<file path="src/rtl/rx_chain_multi_pkg.sv">
// Shared definitions for the multi-channel RX decimation chain.
// Optional build macro RX_CHAIN_MULTI_SAT_EN adds the saturating adder.
package rx_chain_multi_pkg;

    // Position of each component inside a packed {Q, I} word, in field units
    localparam int I_FIELD = 0;
    localparam int Q_FIELD = 1;

    // Default widths used by the packed views below
    localparam int DEF_DATA_W = 16;
    localparam int DEF_ACC_W  = 32;

    typedef struct packed {
        logic signed [DEF_DATA_W-1:0] q;
        logic signed [DEF_DATA_W-1:0] i;
    } iq_sample_t;

    typedef struct packed {
        logic signed [DEF_ACC_W-1:0] q;
        logic signed [DEF_ACC_W-1:0] i;
    } iq_sum_t;

`ifdef RX_CHAIN_MULTI_SAT_EN
    // Add two sign-extended operands and clamp the result to a w-bit signed range
    function automatic logic signed [63:0] sat_add(input logic signed [63:0] a,
                                                  input logic signed [63:0] b,
                                                  input int unsigned        w);
        logic signed [64:0] s;
        logic signed [64:0] hi;
        logic signed [64:0] lo;
        s  = {a[63], a} + {b[63], b};
        hi = (65'sd1 <<< (w - 1)) - 65'sd1;
        lo = -hi - 65'sd1;
        if (s > hi)
            return hi[63:0];
        else if (s < lo)
            return lo[63:0];
        else
            return s[63:0];
    endfunction
`endif

endpackage

</file>
<file path="src/rtl/rx_chain_multi_model_channel.sv">
// One RX channel: accumulate-and-dump decimator, FWFT FIFO, AXI-stream output.
// Build macro RX_CHAIN_MULTI_SAT_EN selects saturating instead of wrapping sums.
module rx_decim_channel
    import rx_chain_multi_pkg::*;
#(
    parameter int DATA_W     = 16,
    parameter int ACC_W      = 32,
    parameter int RATE_W     = 16,
    parameter int FIFO_DEPTH = 16
) (
    input  logic                          clk,
    input  logic                          rst_n,
    input  logic [RATE_W-1:0]             rate,
    input  logic                          rate_vld,
    input  logic [2*DATA_W-1:0]           iq,
    input  logic                          iq_vld,
    input  logic                          tready,
    output logic                          tvalid,
    output logic [2*ACC_W-1:0]            tdata,
    output logic                          overflow,
    output logic [$clog2(FIFO_DEPTH):0]   level
);

    localparam int AW = $clog2(FIFO_DEPTH);

    typedef enum logic {IDLE, RUN} state_t;

    state_t                   state_q, state_d;
    logic [RATE_W-1:0]        rate_q;
    logic [RATE_W-1:0]        cnt_p0;
    logic signed [ACC_W-1:0]  acc_i_p0, acc_q_p0;
    logic signed [ACC_W-1:0]  sum_i, sum_q;
    logic signed [DATA_W-1:0] smp_i, smp_q;
    logic                     take, dump, pop, full, push_ok;
    logic [2*ACC_W-1:0]       mem [FIFO_DEPTH];
    logic [AW-1:0]            wr_ptr, rd_ptr;
    logic [AW:0]              level_q;
    logic                     overflow_q;

    function automatic logic signed [ACC_W-1:0] sext(input logic signed [DATA_W-1:0] x);
        return {{(ACC_W-DATA_W){x[DATA_W-1]}}, x};
    endfunction

    function automatic logic signed [ACC_W-1:0] acc_add(input logic signed [ACC_W-1:0] a,
                                                      input logic signed [ACC_W-1:0] b);
`ifdef RX_CHAIN_MULTI_SAT_EN
        logic signed [63:0] r;
        r = sat_add({{(64-ACC_W){a[ACC_W-1]}}, a}, {{(64-ACC_W){b[ACC_W-1]}}, b}, ACC_W);
        return r[ACC_W-1:0];
`else
        return a + b;
`endif
    endfunction

    assign smp_i = iq[I_FIELD*DATA_W +: DATA_W];
    assign smp_q = iq[Q_FIELD*DATA_W +: DATA_W];

    // State register
    always_ff @(posedge clk or negedge rst_n) begin
        if (!rst_n)
            state_q <= IDLE;
        else
            state_q <= state_d;
    end

    // Next state, sample acceptance and dump decision; a rate write always wins
    always_comb begin
        state_d = state_q;
        take    = 1'b0;
        dump    = 1'b0;
        sum_i   = acc_add(acc_i_p0, sext(smp_i));
        sum_q   = acc_add(acc_q_p0, sext(smp_q));
        case (state_q)
            IDLE: begin
                if (rate_vld && rate != '0)
                    state_d = RUN;
            end
            RUN: begin
                if (rate_vld) begin
                    if (rate == '0)
                        state_d = IDLE;
                end else if (iq_vld) begin
                    take = 1'b1;
                    dump = (cnt_p0 == rate_q - RATE_W'(1));
                end
            end
            default: state_d = IDLE;
        endcase
    end

    // Rate register, accumulators and sample counter
    always_ff @(posedge clk or negedge rst_n) begin
        if (!rst_n) begin
            rate_q   <= '0;
            cnt_p0   <= '0;
            acc_i_p0 <= '0;
            acc_q_p0 <= '0;
        end else if (rate_vld) begin
            rate_q   <= rate;
            cnt_p0   <= '0;
            acc_i_p0 <= '0;
            acc_q_p0 <= '0;
        end else if (take) begin
            if (dump) begin
                cnt_p0   <= '0;
                acc_i_p0 <= '0;
                acc_q_p0 <= '0;
            end else begin
                cnt_p0   <= cnt_p0 + RATE_W'(1);
                acc_i_p0 <= sum_i;
                acc_q_p0 <= sum_q;
            end
        end
    end

    // ---- FIFO stage ----
    assign tvalid  = (level_q != '0);
    assign pop     = tvalid && tready;
    assign full    = (level_q == (AW+1)'(FIFO_DEPTH));
    assign push_ok = dump && (!full || pop);
    assign tdata   = tvalid ? mem[rd_ptr] : '0;
    assign level   = level_q;
    assign overflow = overflow_q;

    // FIFO storage; contents are masked by tvalid so no reset is needed
    always_ff @(posedge clk) begin
        if (push_ok)
            mem[wr_ptr] <= {sum_q, sum_i};
    end

    // FIFO pointers, occupancy and sticky overflow flag
    always_ff @(posedge clk or negedge rst_n) begin
        if (!rst_n) begin
            wr_ptr     <= '0;
            rd_ptr     <= '0;
            level_q    <= '0;
            overflow_q <= 1'b0;
        end else begin
            if (push_ok)
                wr_ptr <= wr_ptr + AW'(1);
            if (pop)
                rd_ptr <= rd_ptr + AW'(1);
            case ({push_ok, pop})
                2'b10:   level_q <= level_q + (AW+1)'(1);
                2'b01:   level_q <= level_q - (AW+1)'(1);
                default: level_q <= level_q;
            endcase
            if (rate_vld)
                overflow_q <= 1'b0;
            else if (dump && full && !pop)
                overflow_q <= 1'b1;
        end
    end

endmodule

</file>
<file path="config.mk">
export PLATFORM = sky130hd
export DESIGN_NAME = rx_decim_channel
export DESIGN_NICKNAME = d
export VERILOG_FILES = /design/src/rtl/rx_chain_multi_pkg.sv /design/src/rtl/rx_chain_multi_model_channel.sv
export SDC_FILE = /design/constraint.sdc
export NUM_CORES = 1
export LEC_CHECK = 0
export CAP_MARGIN = 5
export CORE_UTILIZATION = 50
export CTS_CLUSTER_DIAMETER = 50
export DETAILED_ROUTE_END_ITERATION = 10
export PLACE_DENSITY = 0.67
export SKIP_LAST_GASP = 1
export SYNTH_ARGS = -nofsm -noshare
export SYNTH_HDL_FRONTEND = slang
export SYNTH_SLANG_ARGS = --single-unit
</file>
<file path="constraint.sdc">
create_clock -name clk -period 14.6 [get_ports clk]
set_clock_uncertainty 0.15 [all_clocks]
set_input_delay 1.46 -clock clk [delete_from_list [all_inputs] [get_ports clk]]
set_output_delay 1.46 -clock clk [all_outputs]
set_load 0.05 [all_outputs]
</file>
==> metrics, run 1 <==
maximum VDD drop=~0.17 mV; Post-CTS Setup Bufs=0; dominant synthesized flop cell=edfxtp_1; Synth top area share=0.655; post-route non-filler standard cell count=roughly 4000; synthesized area=around 47000 um2; cell area after layout=53700 um2; routability congestion estimate=approximately 0.86; Ys Warns=0; Root Buffer=clkbuf_16; Placed Cells=around 3700; TNS Setup=0 ns; # port buffers=approximately 120; EDFF count, synth=about 1000; Antenna diodes=0; xor/xnor share of the synthesized area=0.0167; Crit. End Element=output port; Worst-path clk slew=~0.06 ns; met1 GRT Util=0.318; Synth Register Bits=1135; HPWL after detailed placement=about 57 mm; WL/cell=between 20 and 30 um; crit-path cells=buf_12, buf_4, mux4_2, mux4_2, and2_1, clkdlybuf4s50_1; Worst slew margin=0.0542; critical path's top delay family=buffers and inverters; CP max FO=roughly 120; GRT Overall Usage=0.227; outcome=completed; final slew viol count=0; area occupied by multi-input gates=around 13000 um2; area of placed instances=49900 um2; synth unique cells=between 70 and 80; first-pass GRT wire length=159 mm; Post-DRT Antenna Nets=0; number of global-route vias before repair=around 25000; RSZ-0062 raised after global routing=no; maxcap violations=0; row count=roughly 110; htree depth=3; worst-margin pin slew=between 1 and 1.5 ns; vias post-DR=24100; simple-gate share of the synthesized area=0.0344; Worst EP required=approximately 13 ns; post-synthesis mux area share=0.158; CP bufs+invs=3; initial core utilization=0.504; final global-route overflow total=0; Area Growth Syn to Fin=14.3%; Reg area=33500 um2; Post-synth ARST share=0.0978; Longest Clk Path Bufs=3; Ports=roughly 120; main combinational cell family by area after synthesis=multiplexers; Max Clk Rate=around 140 MHz; sequential share of the synthesized area=0.714; type of the most critical hold path=flip-flop to flip-flop; final hold vios=0; Hold-fix buffers, CTS=0; Top cell by count, worst path=mux4_2; Worst Path Arrival=5.73 ns; PD cells=around 200 nW/um2; Core ar.=just over 90000 um2; final setup vio count=0; clock sinks=approximately 1100; Final Critical Period=7.34 ns; pin count of the biggest net entering global routing=between 100 and 150; DIE HEIGHT=between 300 and 400 um; ratio of final minimum period to clock period=0.503; initial antenna violation count=4; Via density=6.14; Compound-Gate Fraction of Synth Area=0.0449; final-layout fill cell count=roughly 6800; Die ar.=between 90000 and 100000 um2; Leakage Power=between 15 and 20 nW; area leader, netlist=edfxtp_1; Net Count, Synth=about 2500; met2 Use GR=0.386; leading post-synthesis cells by cell area=edfxtp_1 (65%), mux4_2 (15%), dfrtp_1 (5.9%); CTS Buf Count=between 100 and 150; worst-skew pair later-pin latency=roughly 0.70 ns; drt first-iter violations=~2300; Synth Area in Adders=0.0205; worst setup path class=flip-flop to output port; Critical Path Start Type=flip-flop; first-pass detailed-route iteration total=5; Largest stage delay, worst path=roughly 1.0 ns; DRC viols=0; Layout Nets=about 2700; Mapped Cells=around 2400; post_cts resized=0; CTS tree=built; drt total wl=~110 mm; Post-Syn Area per Cell=between 15 and 20 um2; gr busiest metal=met2; GRT met3 Usage=0.0251; Worst path slowest cell=dfrtp_4; Die Width=308 um; layout cells sized above 1=0.228
## final timing paths
| check | startpoint | endpoint | slack [ns] | depth (start not counted) |
|---|---|---|---|---|
| setup / recovery | rd_ptr[0] | tdata[58] | 7.26 | 6 |
| hold / removal | acc_q_p0[25] | acc_q_p0[25] | 0.36 | 1 |
| setup reg to reg | rate_q[0] | mem[4][38] | 8.90 | 11 |
| hold reg to reg | acc_q_p0[25] | acc_q_p0[25] | 0.36 | 1 |
| max in group asynchronous | rst_n | acc_i_p0[14] | 12.07 | 2 |
| min in group asynchronous | rst_n | acc_q_p0[19] | 0.76 | 1 |
## logic make-up (layout without fill, tap and decap cells)
| family | count (synthesis) | after routing |
|---|---|---|
| DFF | 1135 | 1135 |
| muxes | 337 | 337 |
| AOI/OAI and AO/OA | 303 | 303 |
| and+or+nand+nor | 297 | 297 |
| buffers and inverters | 142 | 436 |
| xor gates and xnor gates | 88 | 88 |
| adders and majority gates | 75 | 75 |
## power by group
part           total, mW  switching [mW]  internal (mW)  leakage, nW
Combinational       3.58            2.04           1.54         5.55
Sequential          4.08           0.182           3.90         10.6
Clock               2.85            1.24           1.61         1.80
Total               10.5            3.46           7.05         18.0
## routing by layer
layer | up-vias | part of all wire
met2 | 817 | 0.51
met5 | - | 0
li1 | 10200 | -
met1 | 12900 | 0.42
met4 | 0 | 0.016
met3 | 135 | 0.056
## Yosys cell counts (all sizes together), types with 5 or more instances
cell type,n
a211oi,8
a21o,35
a21oi,65
a22o,69
a31oi,10
and2,68
and3,15
buf,38
clkbuf,78
dfrtp,111
edfxtp,1024
ha,72
inv,26
mux2,16
mux4,320
nand2,58
nand2b,13
nand3,19
nand4,13
nor2,42
nor2b,7
nor3,18
nor4,19
o211ai,5
o21a,7
o21ai,57
o21bai,7
o22ai,5
or3,8
xnor2,57
xor2,30
## state kept, by name, summed over array words and instances (netlist names), named ones only
name / count
mem: 1024
acc_i_p0: 32
acc_q_p0: 32
cnt_p0: 16
rate_q: 16
level: 5
rd_ptr: 4
wr_ptr: 4
overflow: 1
## metrics by stage
step	utilization	setup WS (ns)	hold WS [ns]	power [mW]
finish	0.576	7.26	0.362	10.5
global route	0.576	6.84	0.375	10.9
CTS	0.575	7.10	0.364	10.6
detailed placement	0.535	7.85	0.347	7.76
global placement	0.535	7.85	0.343	7.71
floorplan	-	6.58	0.328	6.62
## area by class of cell
| class | count | share of cell area |
|---|---|---|
| timing repair buffer | 189 | 0.0324 |
| clock inverter | 67 | 0.0111 |
| multi-input combinational | 1100 | 0.243 |
| sequential | 1135 | 0.625 |
| clock buffer | 154 | 0.0577 |
| inverter | 26 | 0.00182 |
| tap | 1254 | 0.0292 |
## placed cells by master, fill, tap and decap left out, types with 33 or more instances in the layout
master	Yosys	layout
nand2_1	57	57
a21oi_1	65	64
clkbuf_1	78	33
buf_4	1	66
o21ai_0	56	56
a22o_1	69	69
clkdlybuf4s50_1	0	122
ha_1	72	72
xnor2_1	57	55
dfrtp_1	111	107
a21o_1	35	35
mux4_2	320	320
edfxtp_1	1024	1024
clkbuf_16	0	116
and2_1	68	68
No activity file was read; power rests on OpenSTA's default activity.
==> run 2: changes to the inputs <==
- PLACE_DENSITY: 0.67 -> 0.69
- clock period: 14.6 -> 6.7 ns (I/O delays scaled with it)
==> run 2 against run 1 <==
  * Non-clock buffer count grew 5
  * Global-route usage shrank 0.26 points
  * Power grew 120%
  * Flip-flop and latch count is the same
  * Critical path depth grew 3
  * Largest power group unchanged
==> metrics, run 2 (same netlist as run 1, synthesis figures left out) <==
drt total wl=104 mm (-1.8%); htree depth=3 (unchanged); PD cells=432 nW/um2 (+120%); Reg power frac=0.376 (-0.012); final global-route overflow total=0 (unchanged); CTS tree=built; RSZ-0062 raised after global routing=no; Ports=124 (unchanged); TNS Setup=0 ns (unchanged); ratio of final minimum period to clock period=0.742; Clk network pwr share=0.290 (+0.019); Critical Path Start Type=flip-flop; drt first-iter violations=2534 (+8.4%); Die ar.=95200 um2 (unchanged); Largest regs=mem (1024), acc_i_p0 (32), acc_q_p0 (32); row count=112 (unchanged); clock sinks=1135 (unchanged); DRC viols=0 (unchanged); DIE HEIGHT=308 um (unchanged); Post-CTS Setup Bufs=0 (unchanged); reg-to-reg startpoint=rate_q[3]; GRT Overall Usage=0.225 (-0.00265); layout cells sized above 1=0.236 (+0.00845); Core ar.=93200 um2 (unchanged); Antenna diodes=0 (unchanged); Longest Clk Path Bufs=3 (unchanged); Final Critical Period=between 4 and 5 ns; cell internal pwr=16.0 mW (+130%); first-pass GRT wire length=158 mm (-0.61%); Top reg by flops=mem; crit-path cells=or4_1, nor3_2, and4_1, o211ai_1, a2111oi_4, and2b_1, nand2_1, nor2_4, buf_4; type of the most critical hold path=input port to async pin; Leakage Power=18.2 nW (+1.5%); FF-to-FF path depth=9 (-2); post_cts resized=0 (unchanged); Worst-path clk slew=0.06 ns (about the same); Psw=7.50 mW (+120%); Reg-to-Reg End=mem[7][38]; final hold vios=0 (unchanged); maxcap violations=0 (unchanged); Reg area=33500 um2 (unchanged); area occupied by multi-input gates=13100 um2 (+0.30%); post-route setup slack=1.73 ns (-5.53 ns); maximum VDD drop=0.365 mV (+110%); first-pass detailed-route iteration total=5 (unchanged); Area Growth Syn to Fin=15.7%; CP bufs+invs=1 (-2); critical path's top delay family=simple AND/OR/NAND/NOR gates; pre-CTS setup slack=1.38 ns (-6.48 ns); number of global-route vias before repair=25200 (+0.88%); initial core utilization=0.504 (unchanged); final slew viol count=0 (unchanged); Combinational Power Share=0.334 (-0.006); Hold-fix buffers, CTS=0 (unchanged); Worst slew margin=0.118 (+0.0634); highest-count cells in the layout ignoring fill and taps=edfxtp_1 (1024), mux4_2 (320), clkbuf_16 (122), clkdlybuf4s50_1 (122), dfrtp_1 (107); # port buffers=123 (unchanged); Worst Path Arrival=5.11 ns (-0.62 ns); max reg flops=1024 (unchanged); Root Buffer=clkbuf_16; CP max FO=47 (-59%); Worst path slowest cell=buf_4; Switching Fraction=0.320 (-0.00991); Crit. End Element=flip-flop; vias post-DR=24100 (-0.15%); final-layout fill cell count=6661 (-1.6%); initial antenna violation count=1 (-3); Layout Nets=2703 (+0.26%); final setup vio count=0 (unchanged); WL/cell=26.5 um (-1.9%); pin count of the biggest net entering global routing=142 (+22%); Largest stage delay, worst path=0.77 ns (-0.24 ns); outcome=completed; commonest non-fill, non-tap cell in the layout=edfxtp_1; worst-margin pin slew=1.31 ns (-0.0997 ns); flop2flop setup slack=1.73 ns (-7.17 ns); CTS Buf Count=118 (+1.7%); worst-skew pair later-pin latency=0.69 ns (about the same); Die Width=308 um (unchanged); Post-DRT Antenna Nets=0 (unchanged); HPWL after detailed placement=55.2 mm (-3.8%); Worst EP required=6.85 ns (-6.14 ns); routability congestion estimate=0.887 (+3.5%); Max Clk Rate=approximately 200 MHz; worst setup path class=flip-flop to flip-flop; Via density=6.12 (-0.31%)
## run 2: worst max-delay path by stage
| stage | from | endpoint | slack (ns) | depth (start not counted) |
|---|---|---|---|---|
| floorplan | rate_q[0] | mem[15][0] | 0.84 | 10 |
| finish | rate_q[3] | mem[7][38] | 1.73 | 9 |
| detailed placement | iq[15] | mem[15][31] | 1.38 | 10 |
| global route | rate_q[0] | mem[7][38] | 1.48 | 11 |
| CTS | rd_ptr[0] | tdata[1] | 1.62 | 5 |
| global placement | iq[15] | mem[12][31] | 1.46 | 10 |
## run 2: area by class of cell
type / instances / area share
Inverter: 26 / 0.00180
Clock inverter: 70 / 0.0163
Timing Repair Buffer: 194 / 0.0361
Clock buffer: 152 / 0.0593
Multi-Input combinational cell: 1100 / 0.240
Sequential cell: 1135 / 0.617
Tap cell: 1254 / 0.0289
## run 2: power groups by stage
stage | Clock, mW | Combinational [mW] | Sequential, mW
after detailed placement | 0 | 7.83 | 8.97
after global placement | 0 | 7.71 | 8.97
after global routing | 7.17 | 8.31 | 8.84
after floorplan | 0 | 5.67 | 8.76
after CTS | 6.91 | 7.86 | 8.83
final | 6.81 | 7.83 | 8.81
## run 2: stage by stage
step | hold WS, ns | util | area, um2 | std cells | total power [mW]
after floorplan | 0.224 | - | 47000 | 2377 | 14.4
after global placement | 0.343 | 0.537 | 50100 | 3691 | 16.7
after detailed placement | 0.346 | 0.537 | 50100 | 3691 | 16.8
after CTS | 0.00535 | 0.581 | 54200 | 3913 | 23.6
after global routing | 0.0774 | 0.583 | 54400 | 3931 | 24.3
final | 0.00838 | 0.583 | 54400 | 3931 | 23.5
## run 2: worst reg2reg max path, stage by stage, from the launching register on
cell and delay (ns):
dfrtp_1 0.46, or4_1 0.68, nor3_2 0.35, and4_1 0.27
o211ai_1 0.13, a2111oi_4 0.76, and2b_1 0.41, nand2_1 0.34
nor2_4 0.20, buf_4 0.77
## run 2: routing by layer
metal	vias to the layer above	global-route usage	wire length, um
met2	774	0.381	53300
met5	-	0	11
met1	12900	0.305	42700
met3	157	0.0329	5890
met4	2	0.0611	2200
li1	10300	-	-
==> edit, RTL diff (config.mk and constraints of run 1) <==
Change the parameter `ACC_W` from 32 to 48.
--- a/src/rtl/rx_chain_multi_model_channel.sv
+++ b/src/rtl/rx_chain_multi_model_channel.sv
@@ -6,3 +6,3 @@
     parameter int DATA_W     = 16,
-    parameter int ACC_W      = 32,
+    parameter int ACC_W      = 48,
     parameter int RATE_W     = 16,
Interface: changed (resized tdata); port bits go from 124 to 156. The function was not compared with the original's and may differ.
==> edit against run 1 <==
Worst setup slack worse by 0.22 ns; sequential share of layout area rose by 0.36 points; utilization fell by 0.068 points; sequential cell count grew 544; power grew 51%; synthesized area grew 48%; cell area grew 47%; wire length increased by 47%.
==> edit: results (changes against run 1) <==
[worst_setup_path]
worstReg2RegEnd=mem[5][15]
critPathMaxStageDelay_ns=0.88  ; -0.13 ns
arrival_ns=5.95  ; +0.22 ns
cp_max_fo=47  ; -59%
crit_end=tdata[60]
r2r_slack_ns=8.75  ; -0.15 ns
critical-path-slowest-cell=buf_4

[yosys]
seq_area_frac_synth_pct=71.7  ; +0.36 points
synth_adder_area_share_pct=1.92  ; -0.13 points
synth.top_cells.by_area=edfxtp_1, mux4_2, dfrtp_1, ha_1, a22o_1
synth-edff-count=1536  ; +50%
async_flop_share_pct=8.52  ; -1.3 points
ys_types=77  ; +4.1%
synth_xor_area_share_pct=1.60  ; -0.067 points
yosysTopAreaCellShare_pct=66.6  ; +1.1 points
synth_fp_nets=3637  ; +45%
synthMuxAreaShare_pct=15.9  ; +0.16 points
synth_compound_area_share_pct=4.40  ; -0.097 points
synthCells=3479  ; +46%
ys_top_cells_by_count=edfxtp_1, mux4_2, dfrtp_1

[global_routing]
grt_pass1_wl_um=233000  ; +46%
grtUsageMet3_pct=4.78  ; +2.3 points
antenna_found_initial=8  ; +4
grt.met2_usage_pct=34.3  ; -4.3 points
gr-usage-met1_pct=33.5  ; +1.7 points
grt_pass1_vias=35200  ; +41%

[finish]
drive_above_1_share_pct=23.4  ; +0.59 points
fin_nets=3886  ; +44%

[timing]
period_share_pct=51.8  ; +1.5 points
max_slew_margin_pct=13.1  ; +7.7 points
fin_hold_ws_ns=0.361  ; -0.000617 ns

[placed_design]
dp.cells=5325  ; +44%
place_ws_ns=6.49  ; -1.36 ns
globalplace.congestion=0.839  ; -2.1%
dp_hpwl_um=87500  ; +52%
io_buffer_count=155  ; +26%

[detailed_routing]
vias_per_cell=6.17  ; +0.44%
wl_um=156000  ; +47%
avgRoutedWirePerCell_um=27.5  ; +1.9%

[power_and_ir_drop]
p_comb_share_pct=34.5  ; +0.5 points
p_leak_uw=0.0264  ; +47%
powerClk_uw=4410  ; +55%
swShare_pct=32.8  ; -0.12 points

[clocking]
htree_levels=4  ; +1
clk_latency_ns=0.80  ; +0.10 ns
cts_buffers=177  ; +53%

[run_status]
outcome=finished clean

[worst_hold_path]
hp-start=acc_i_p0[13]
min_to=acc_i_p0[13]

edit: cell types whose count changed after synthesis, moves of 40 or more:
cell	change
mux4_2	+160
and2_1	+44
a21oi_1	+40
edfxtp_1	+512
clkbuf_1	+50
edit: metrics by stage:
step	power, uW	area, um2
finish	15900	79100
CTS	16000	78900
detailed placement	11600	73100
global route	16500	79100
floorplan	9810	69300
global placement	11500	73100
edit: worst max-delay path, delay by kind of cell, from the launching register on:
| kind | cells | cell delay, ns |
|---|---|---|
| flops | 1 | 0.51 |
| simple gates | 1 | 0.18 |
| buf+inv | 4 | 3.12 |
| mux | 2 | 1.21 |
edit: routing by layer:
metal	routed length, um	vias up
met5	43	-
met4	3140	6
met3	11300	224
met2	73500	1325
met1	68000	18500
li1	-	14900
edit: final cells by class:
class                           count  area (um2)
Clock buffer                      239        4920
Inverter                           32         120
Sequential cell                  1679       49700
Clock inverter                     85         823
Timing Repair Buffer              247        2260
Tap cell                         1794        2240
Fill cell                       10100       58400
Multi-Input combinational cell   1591       19000
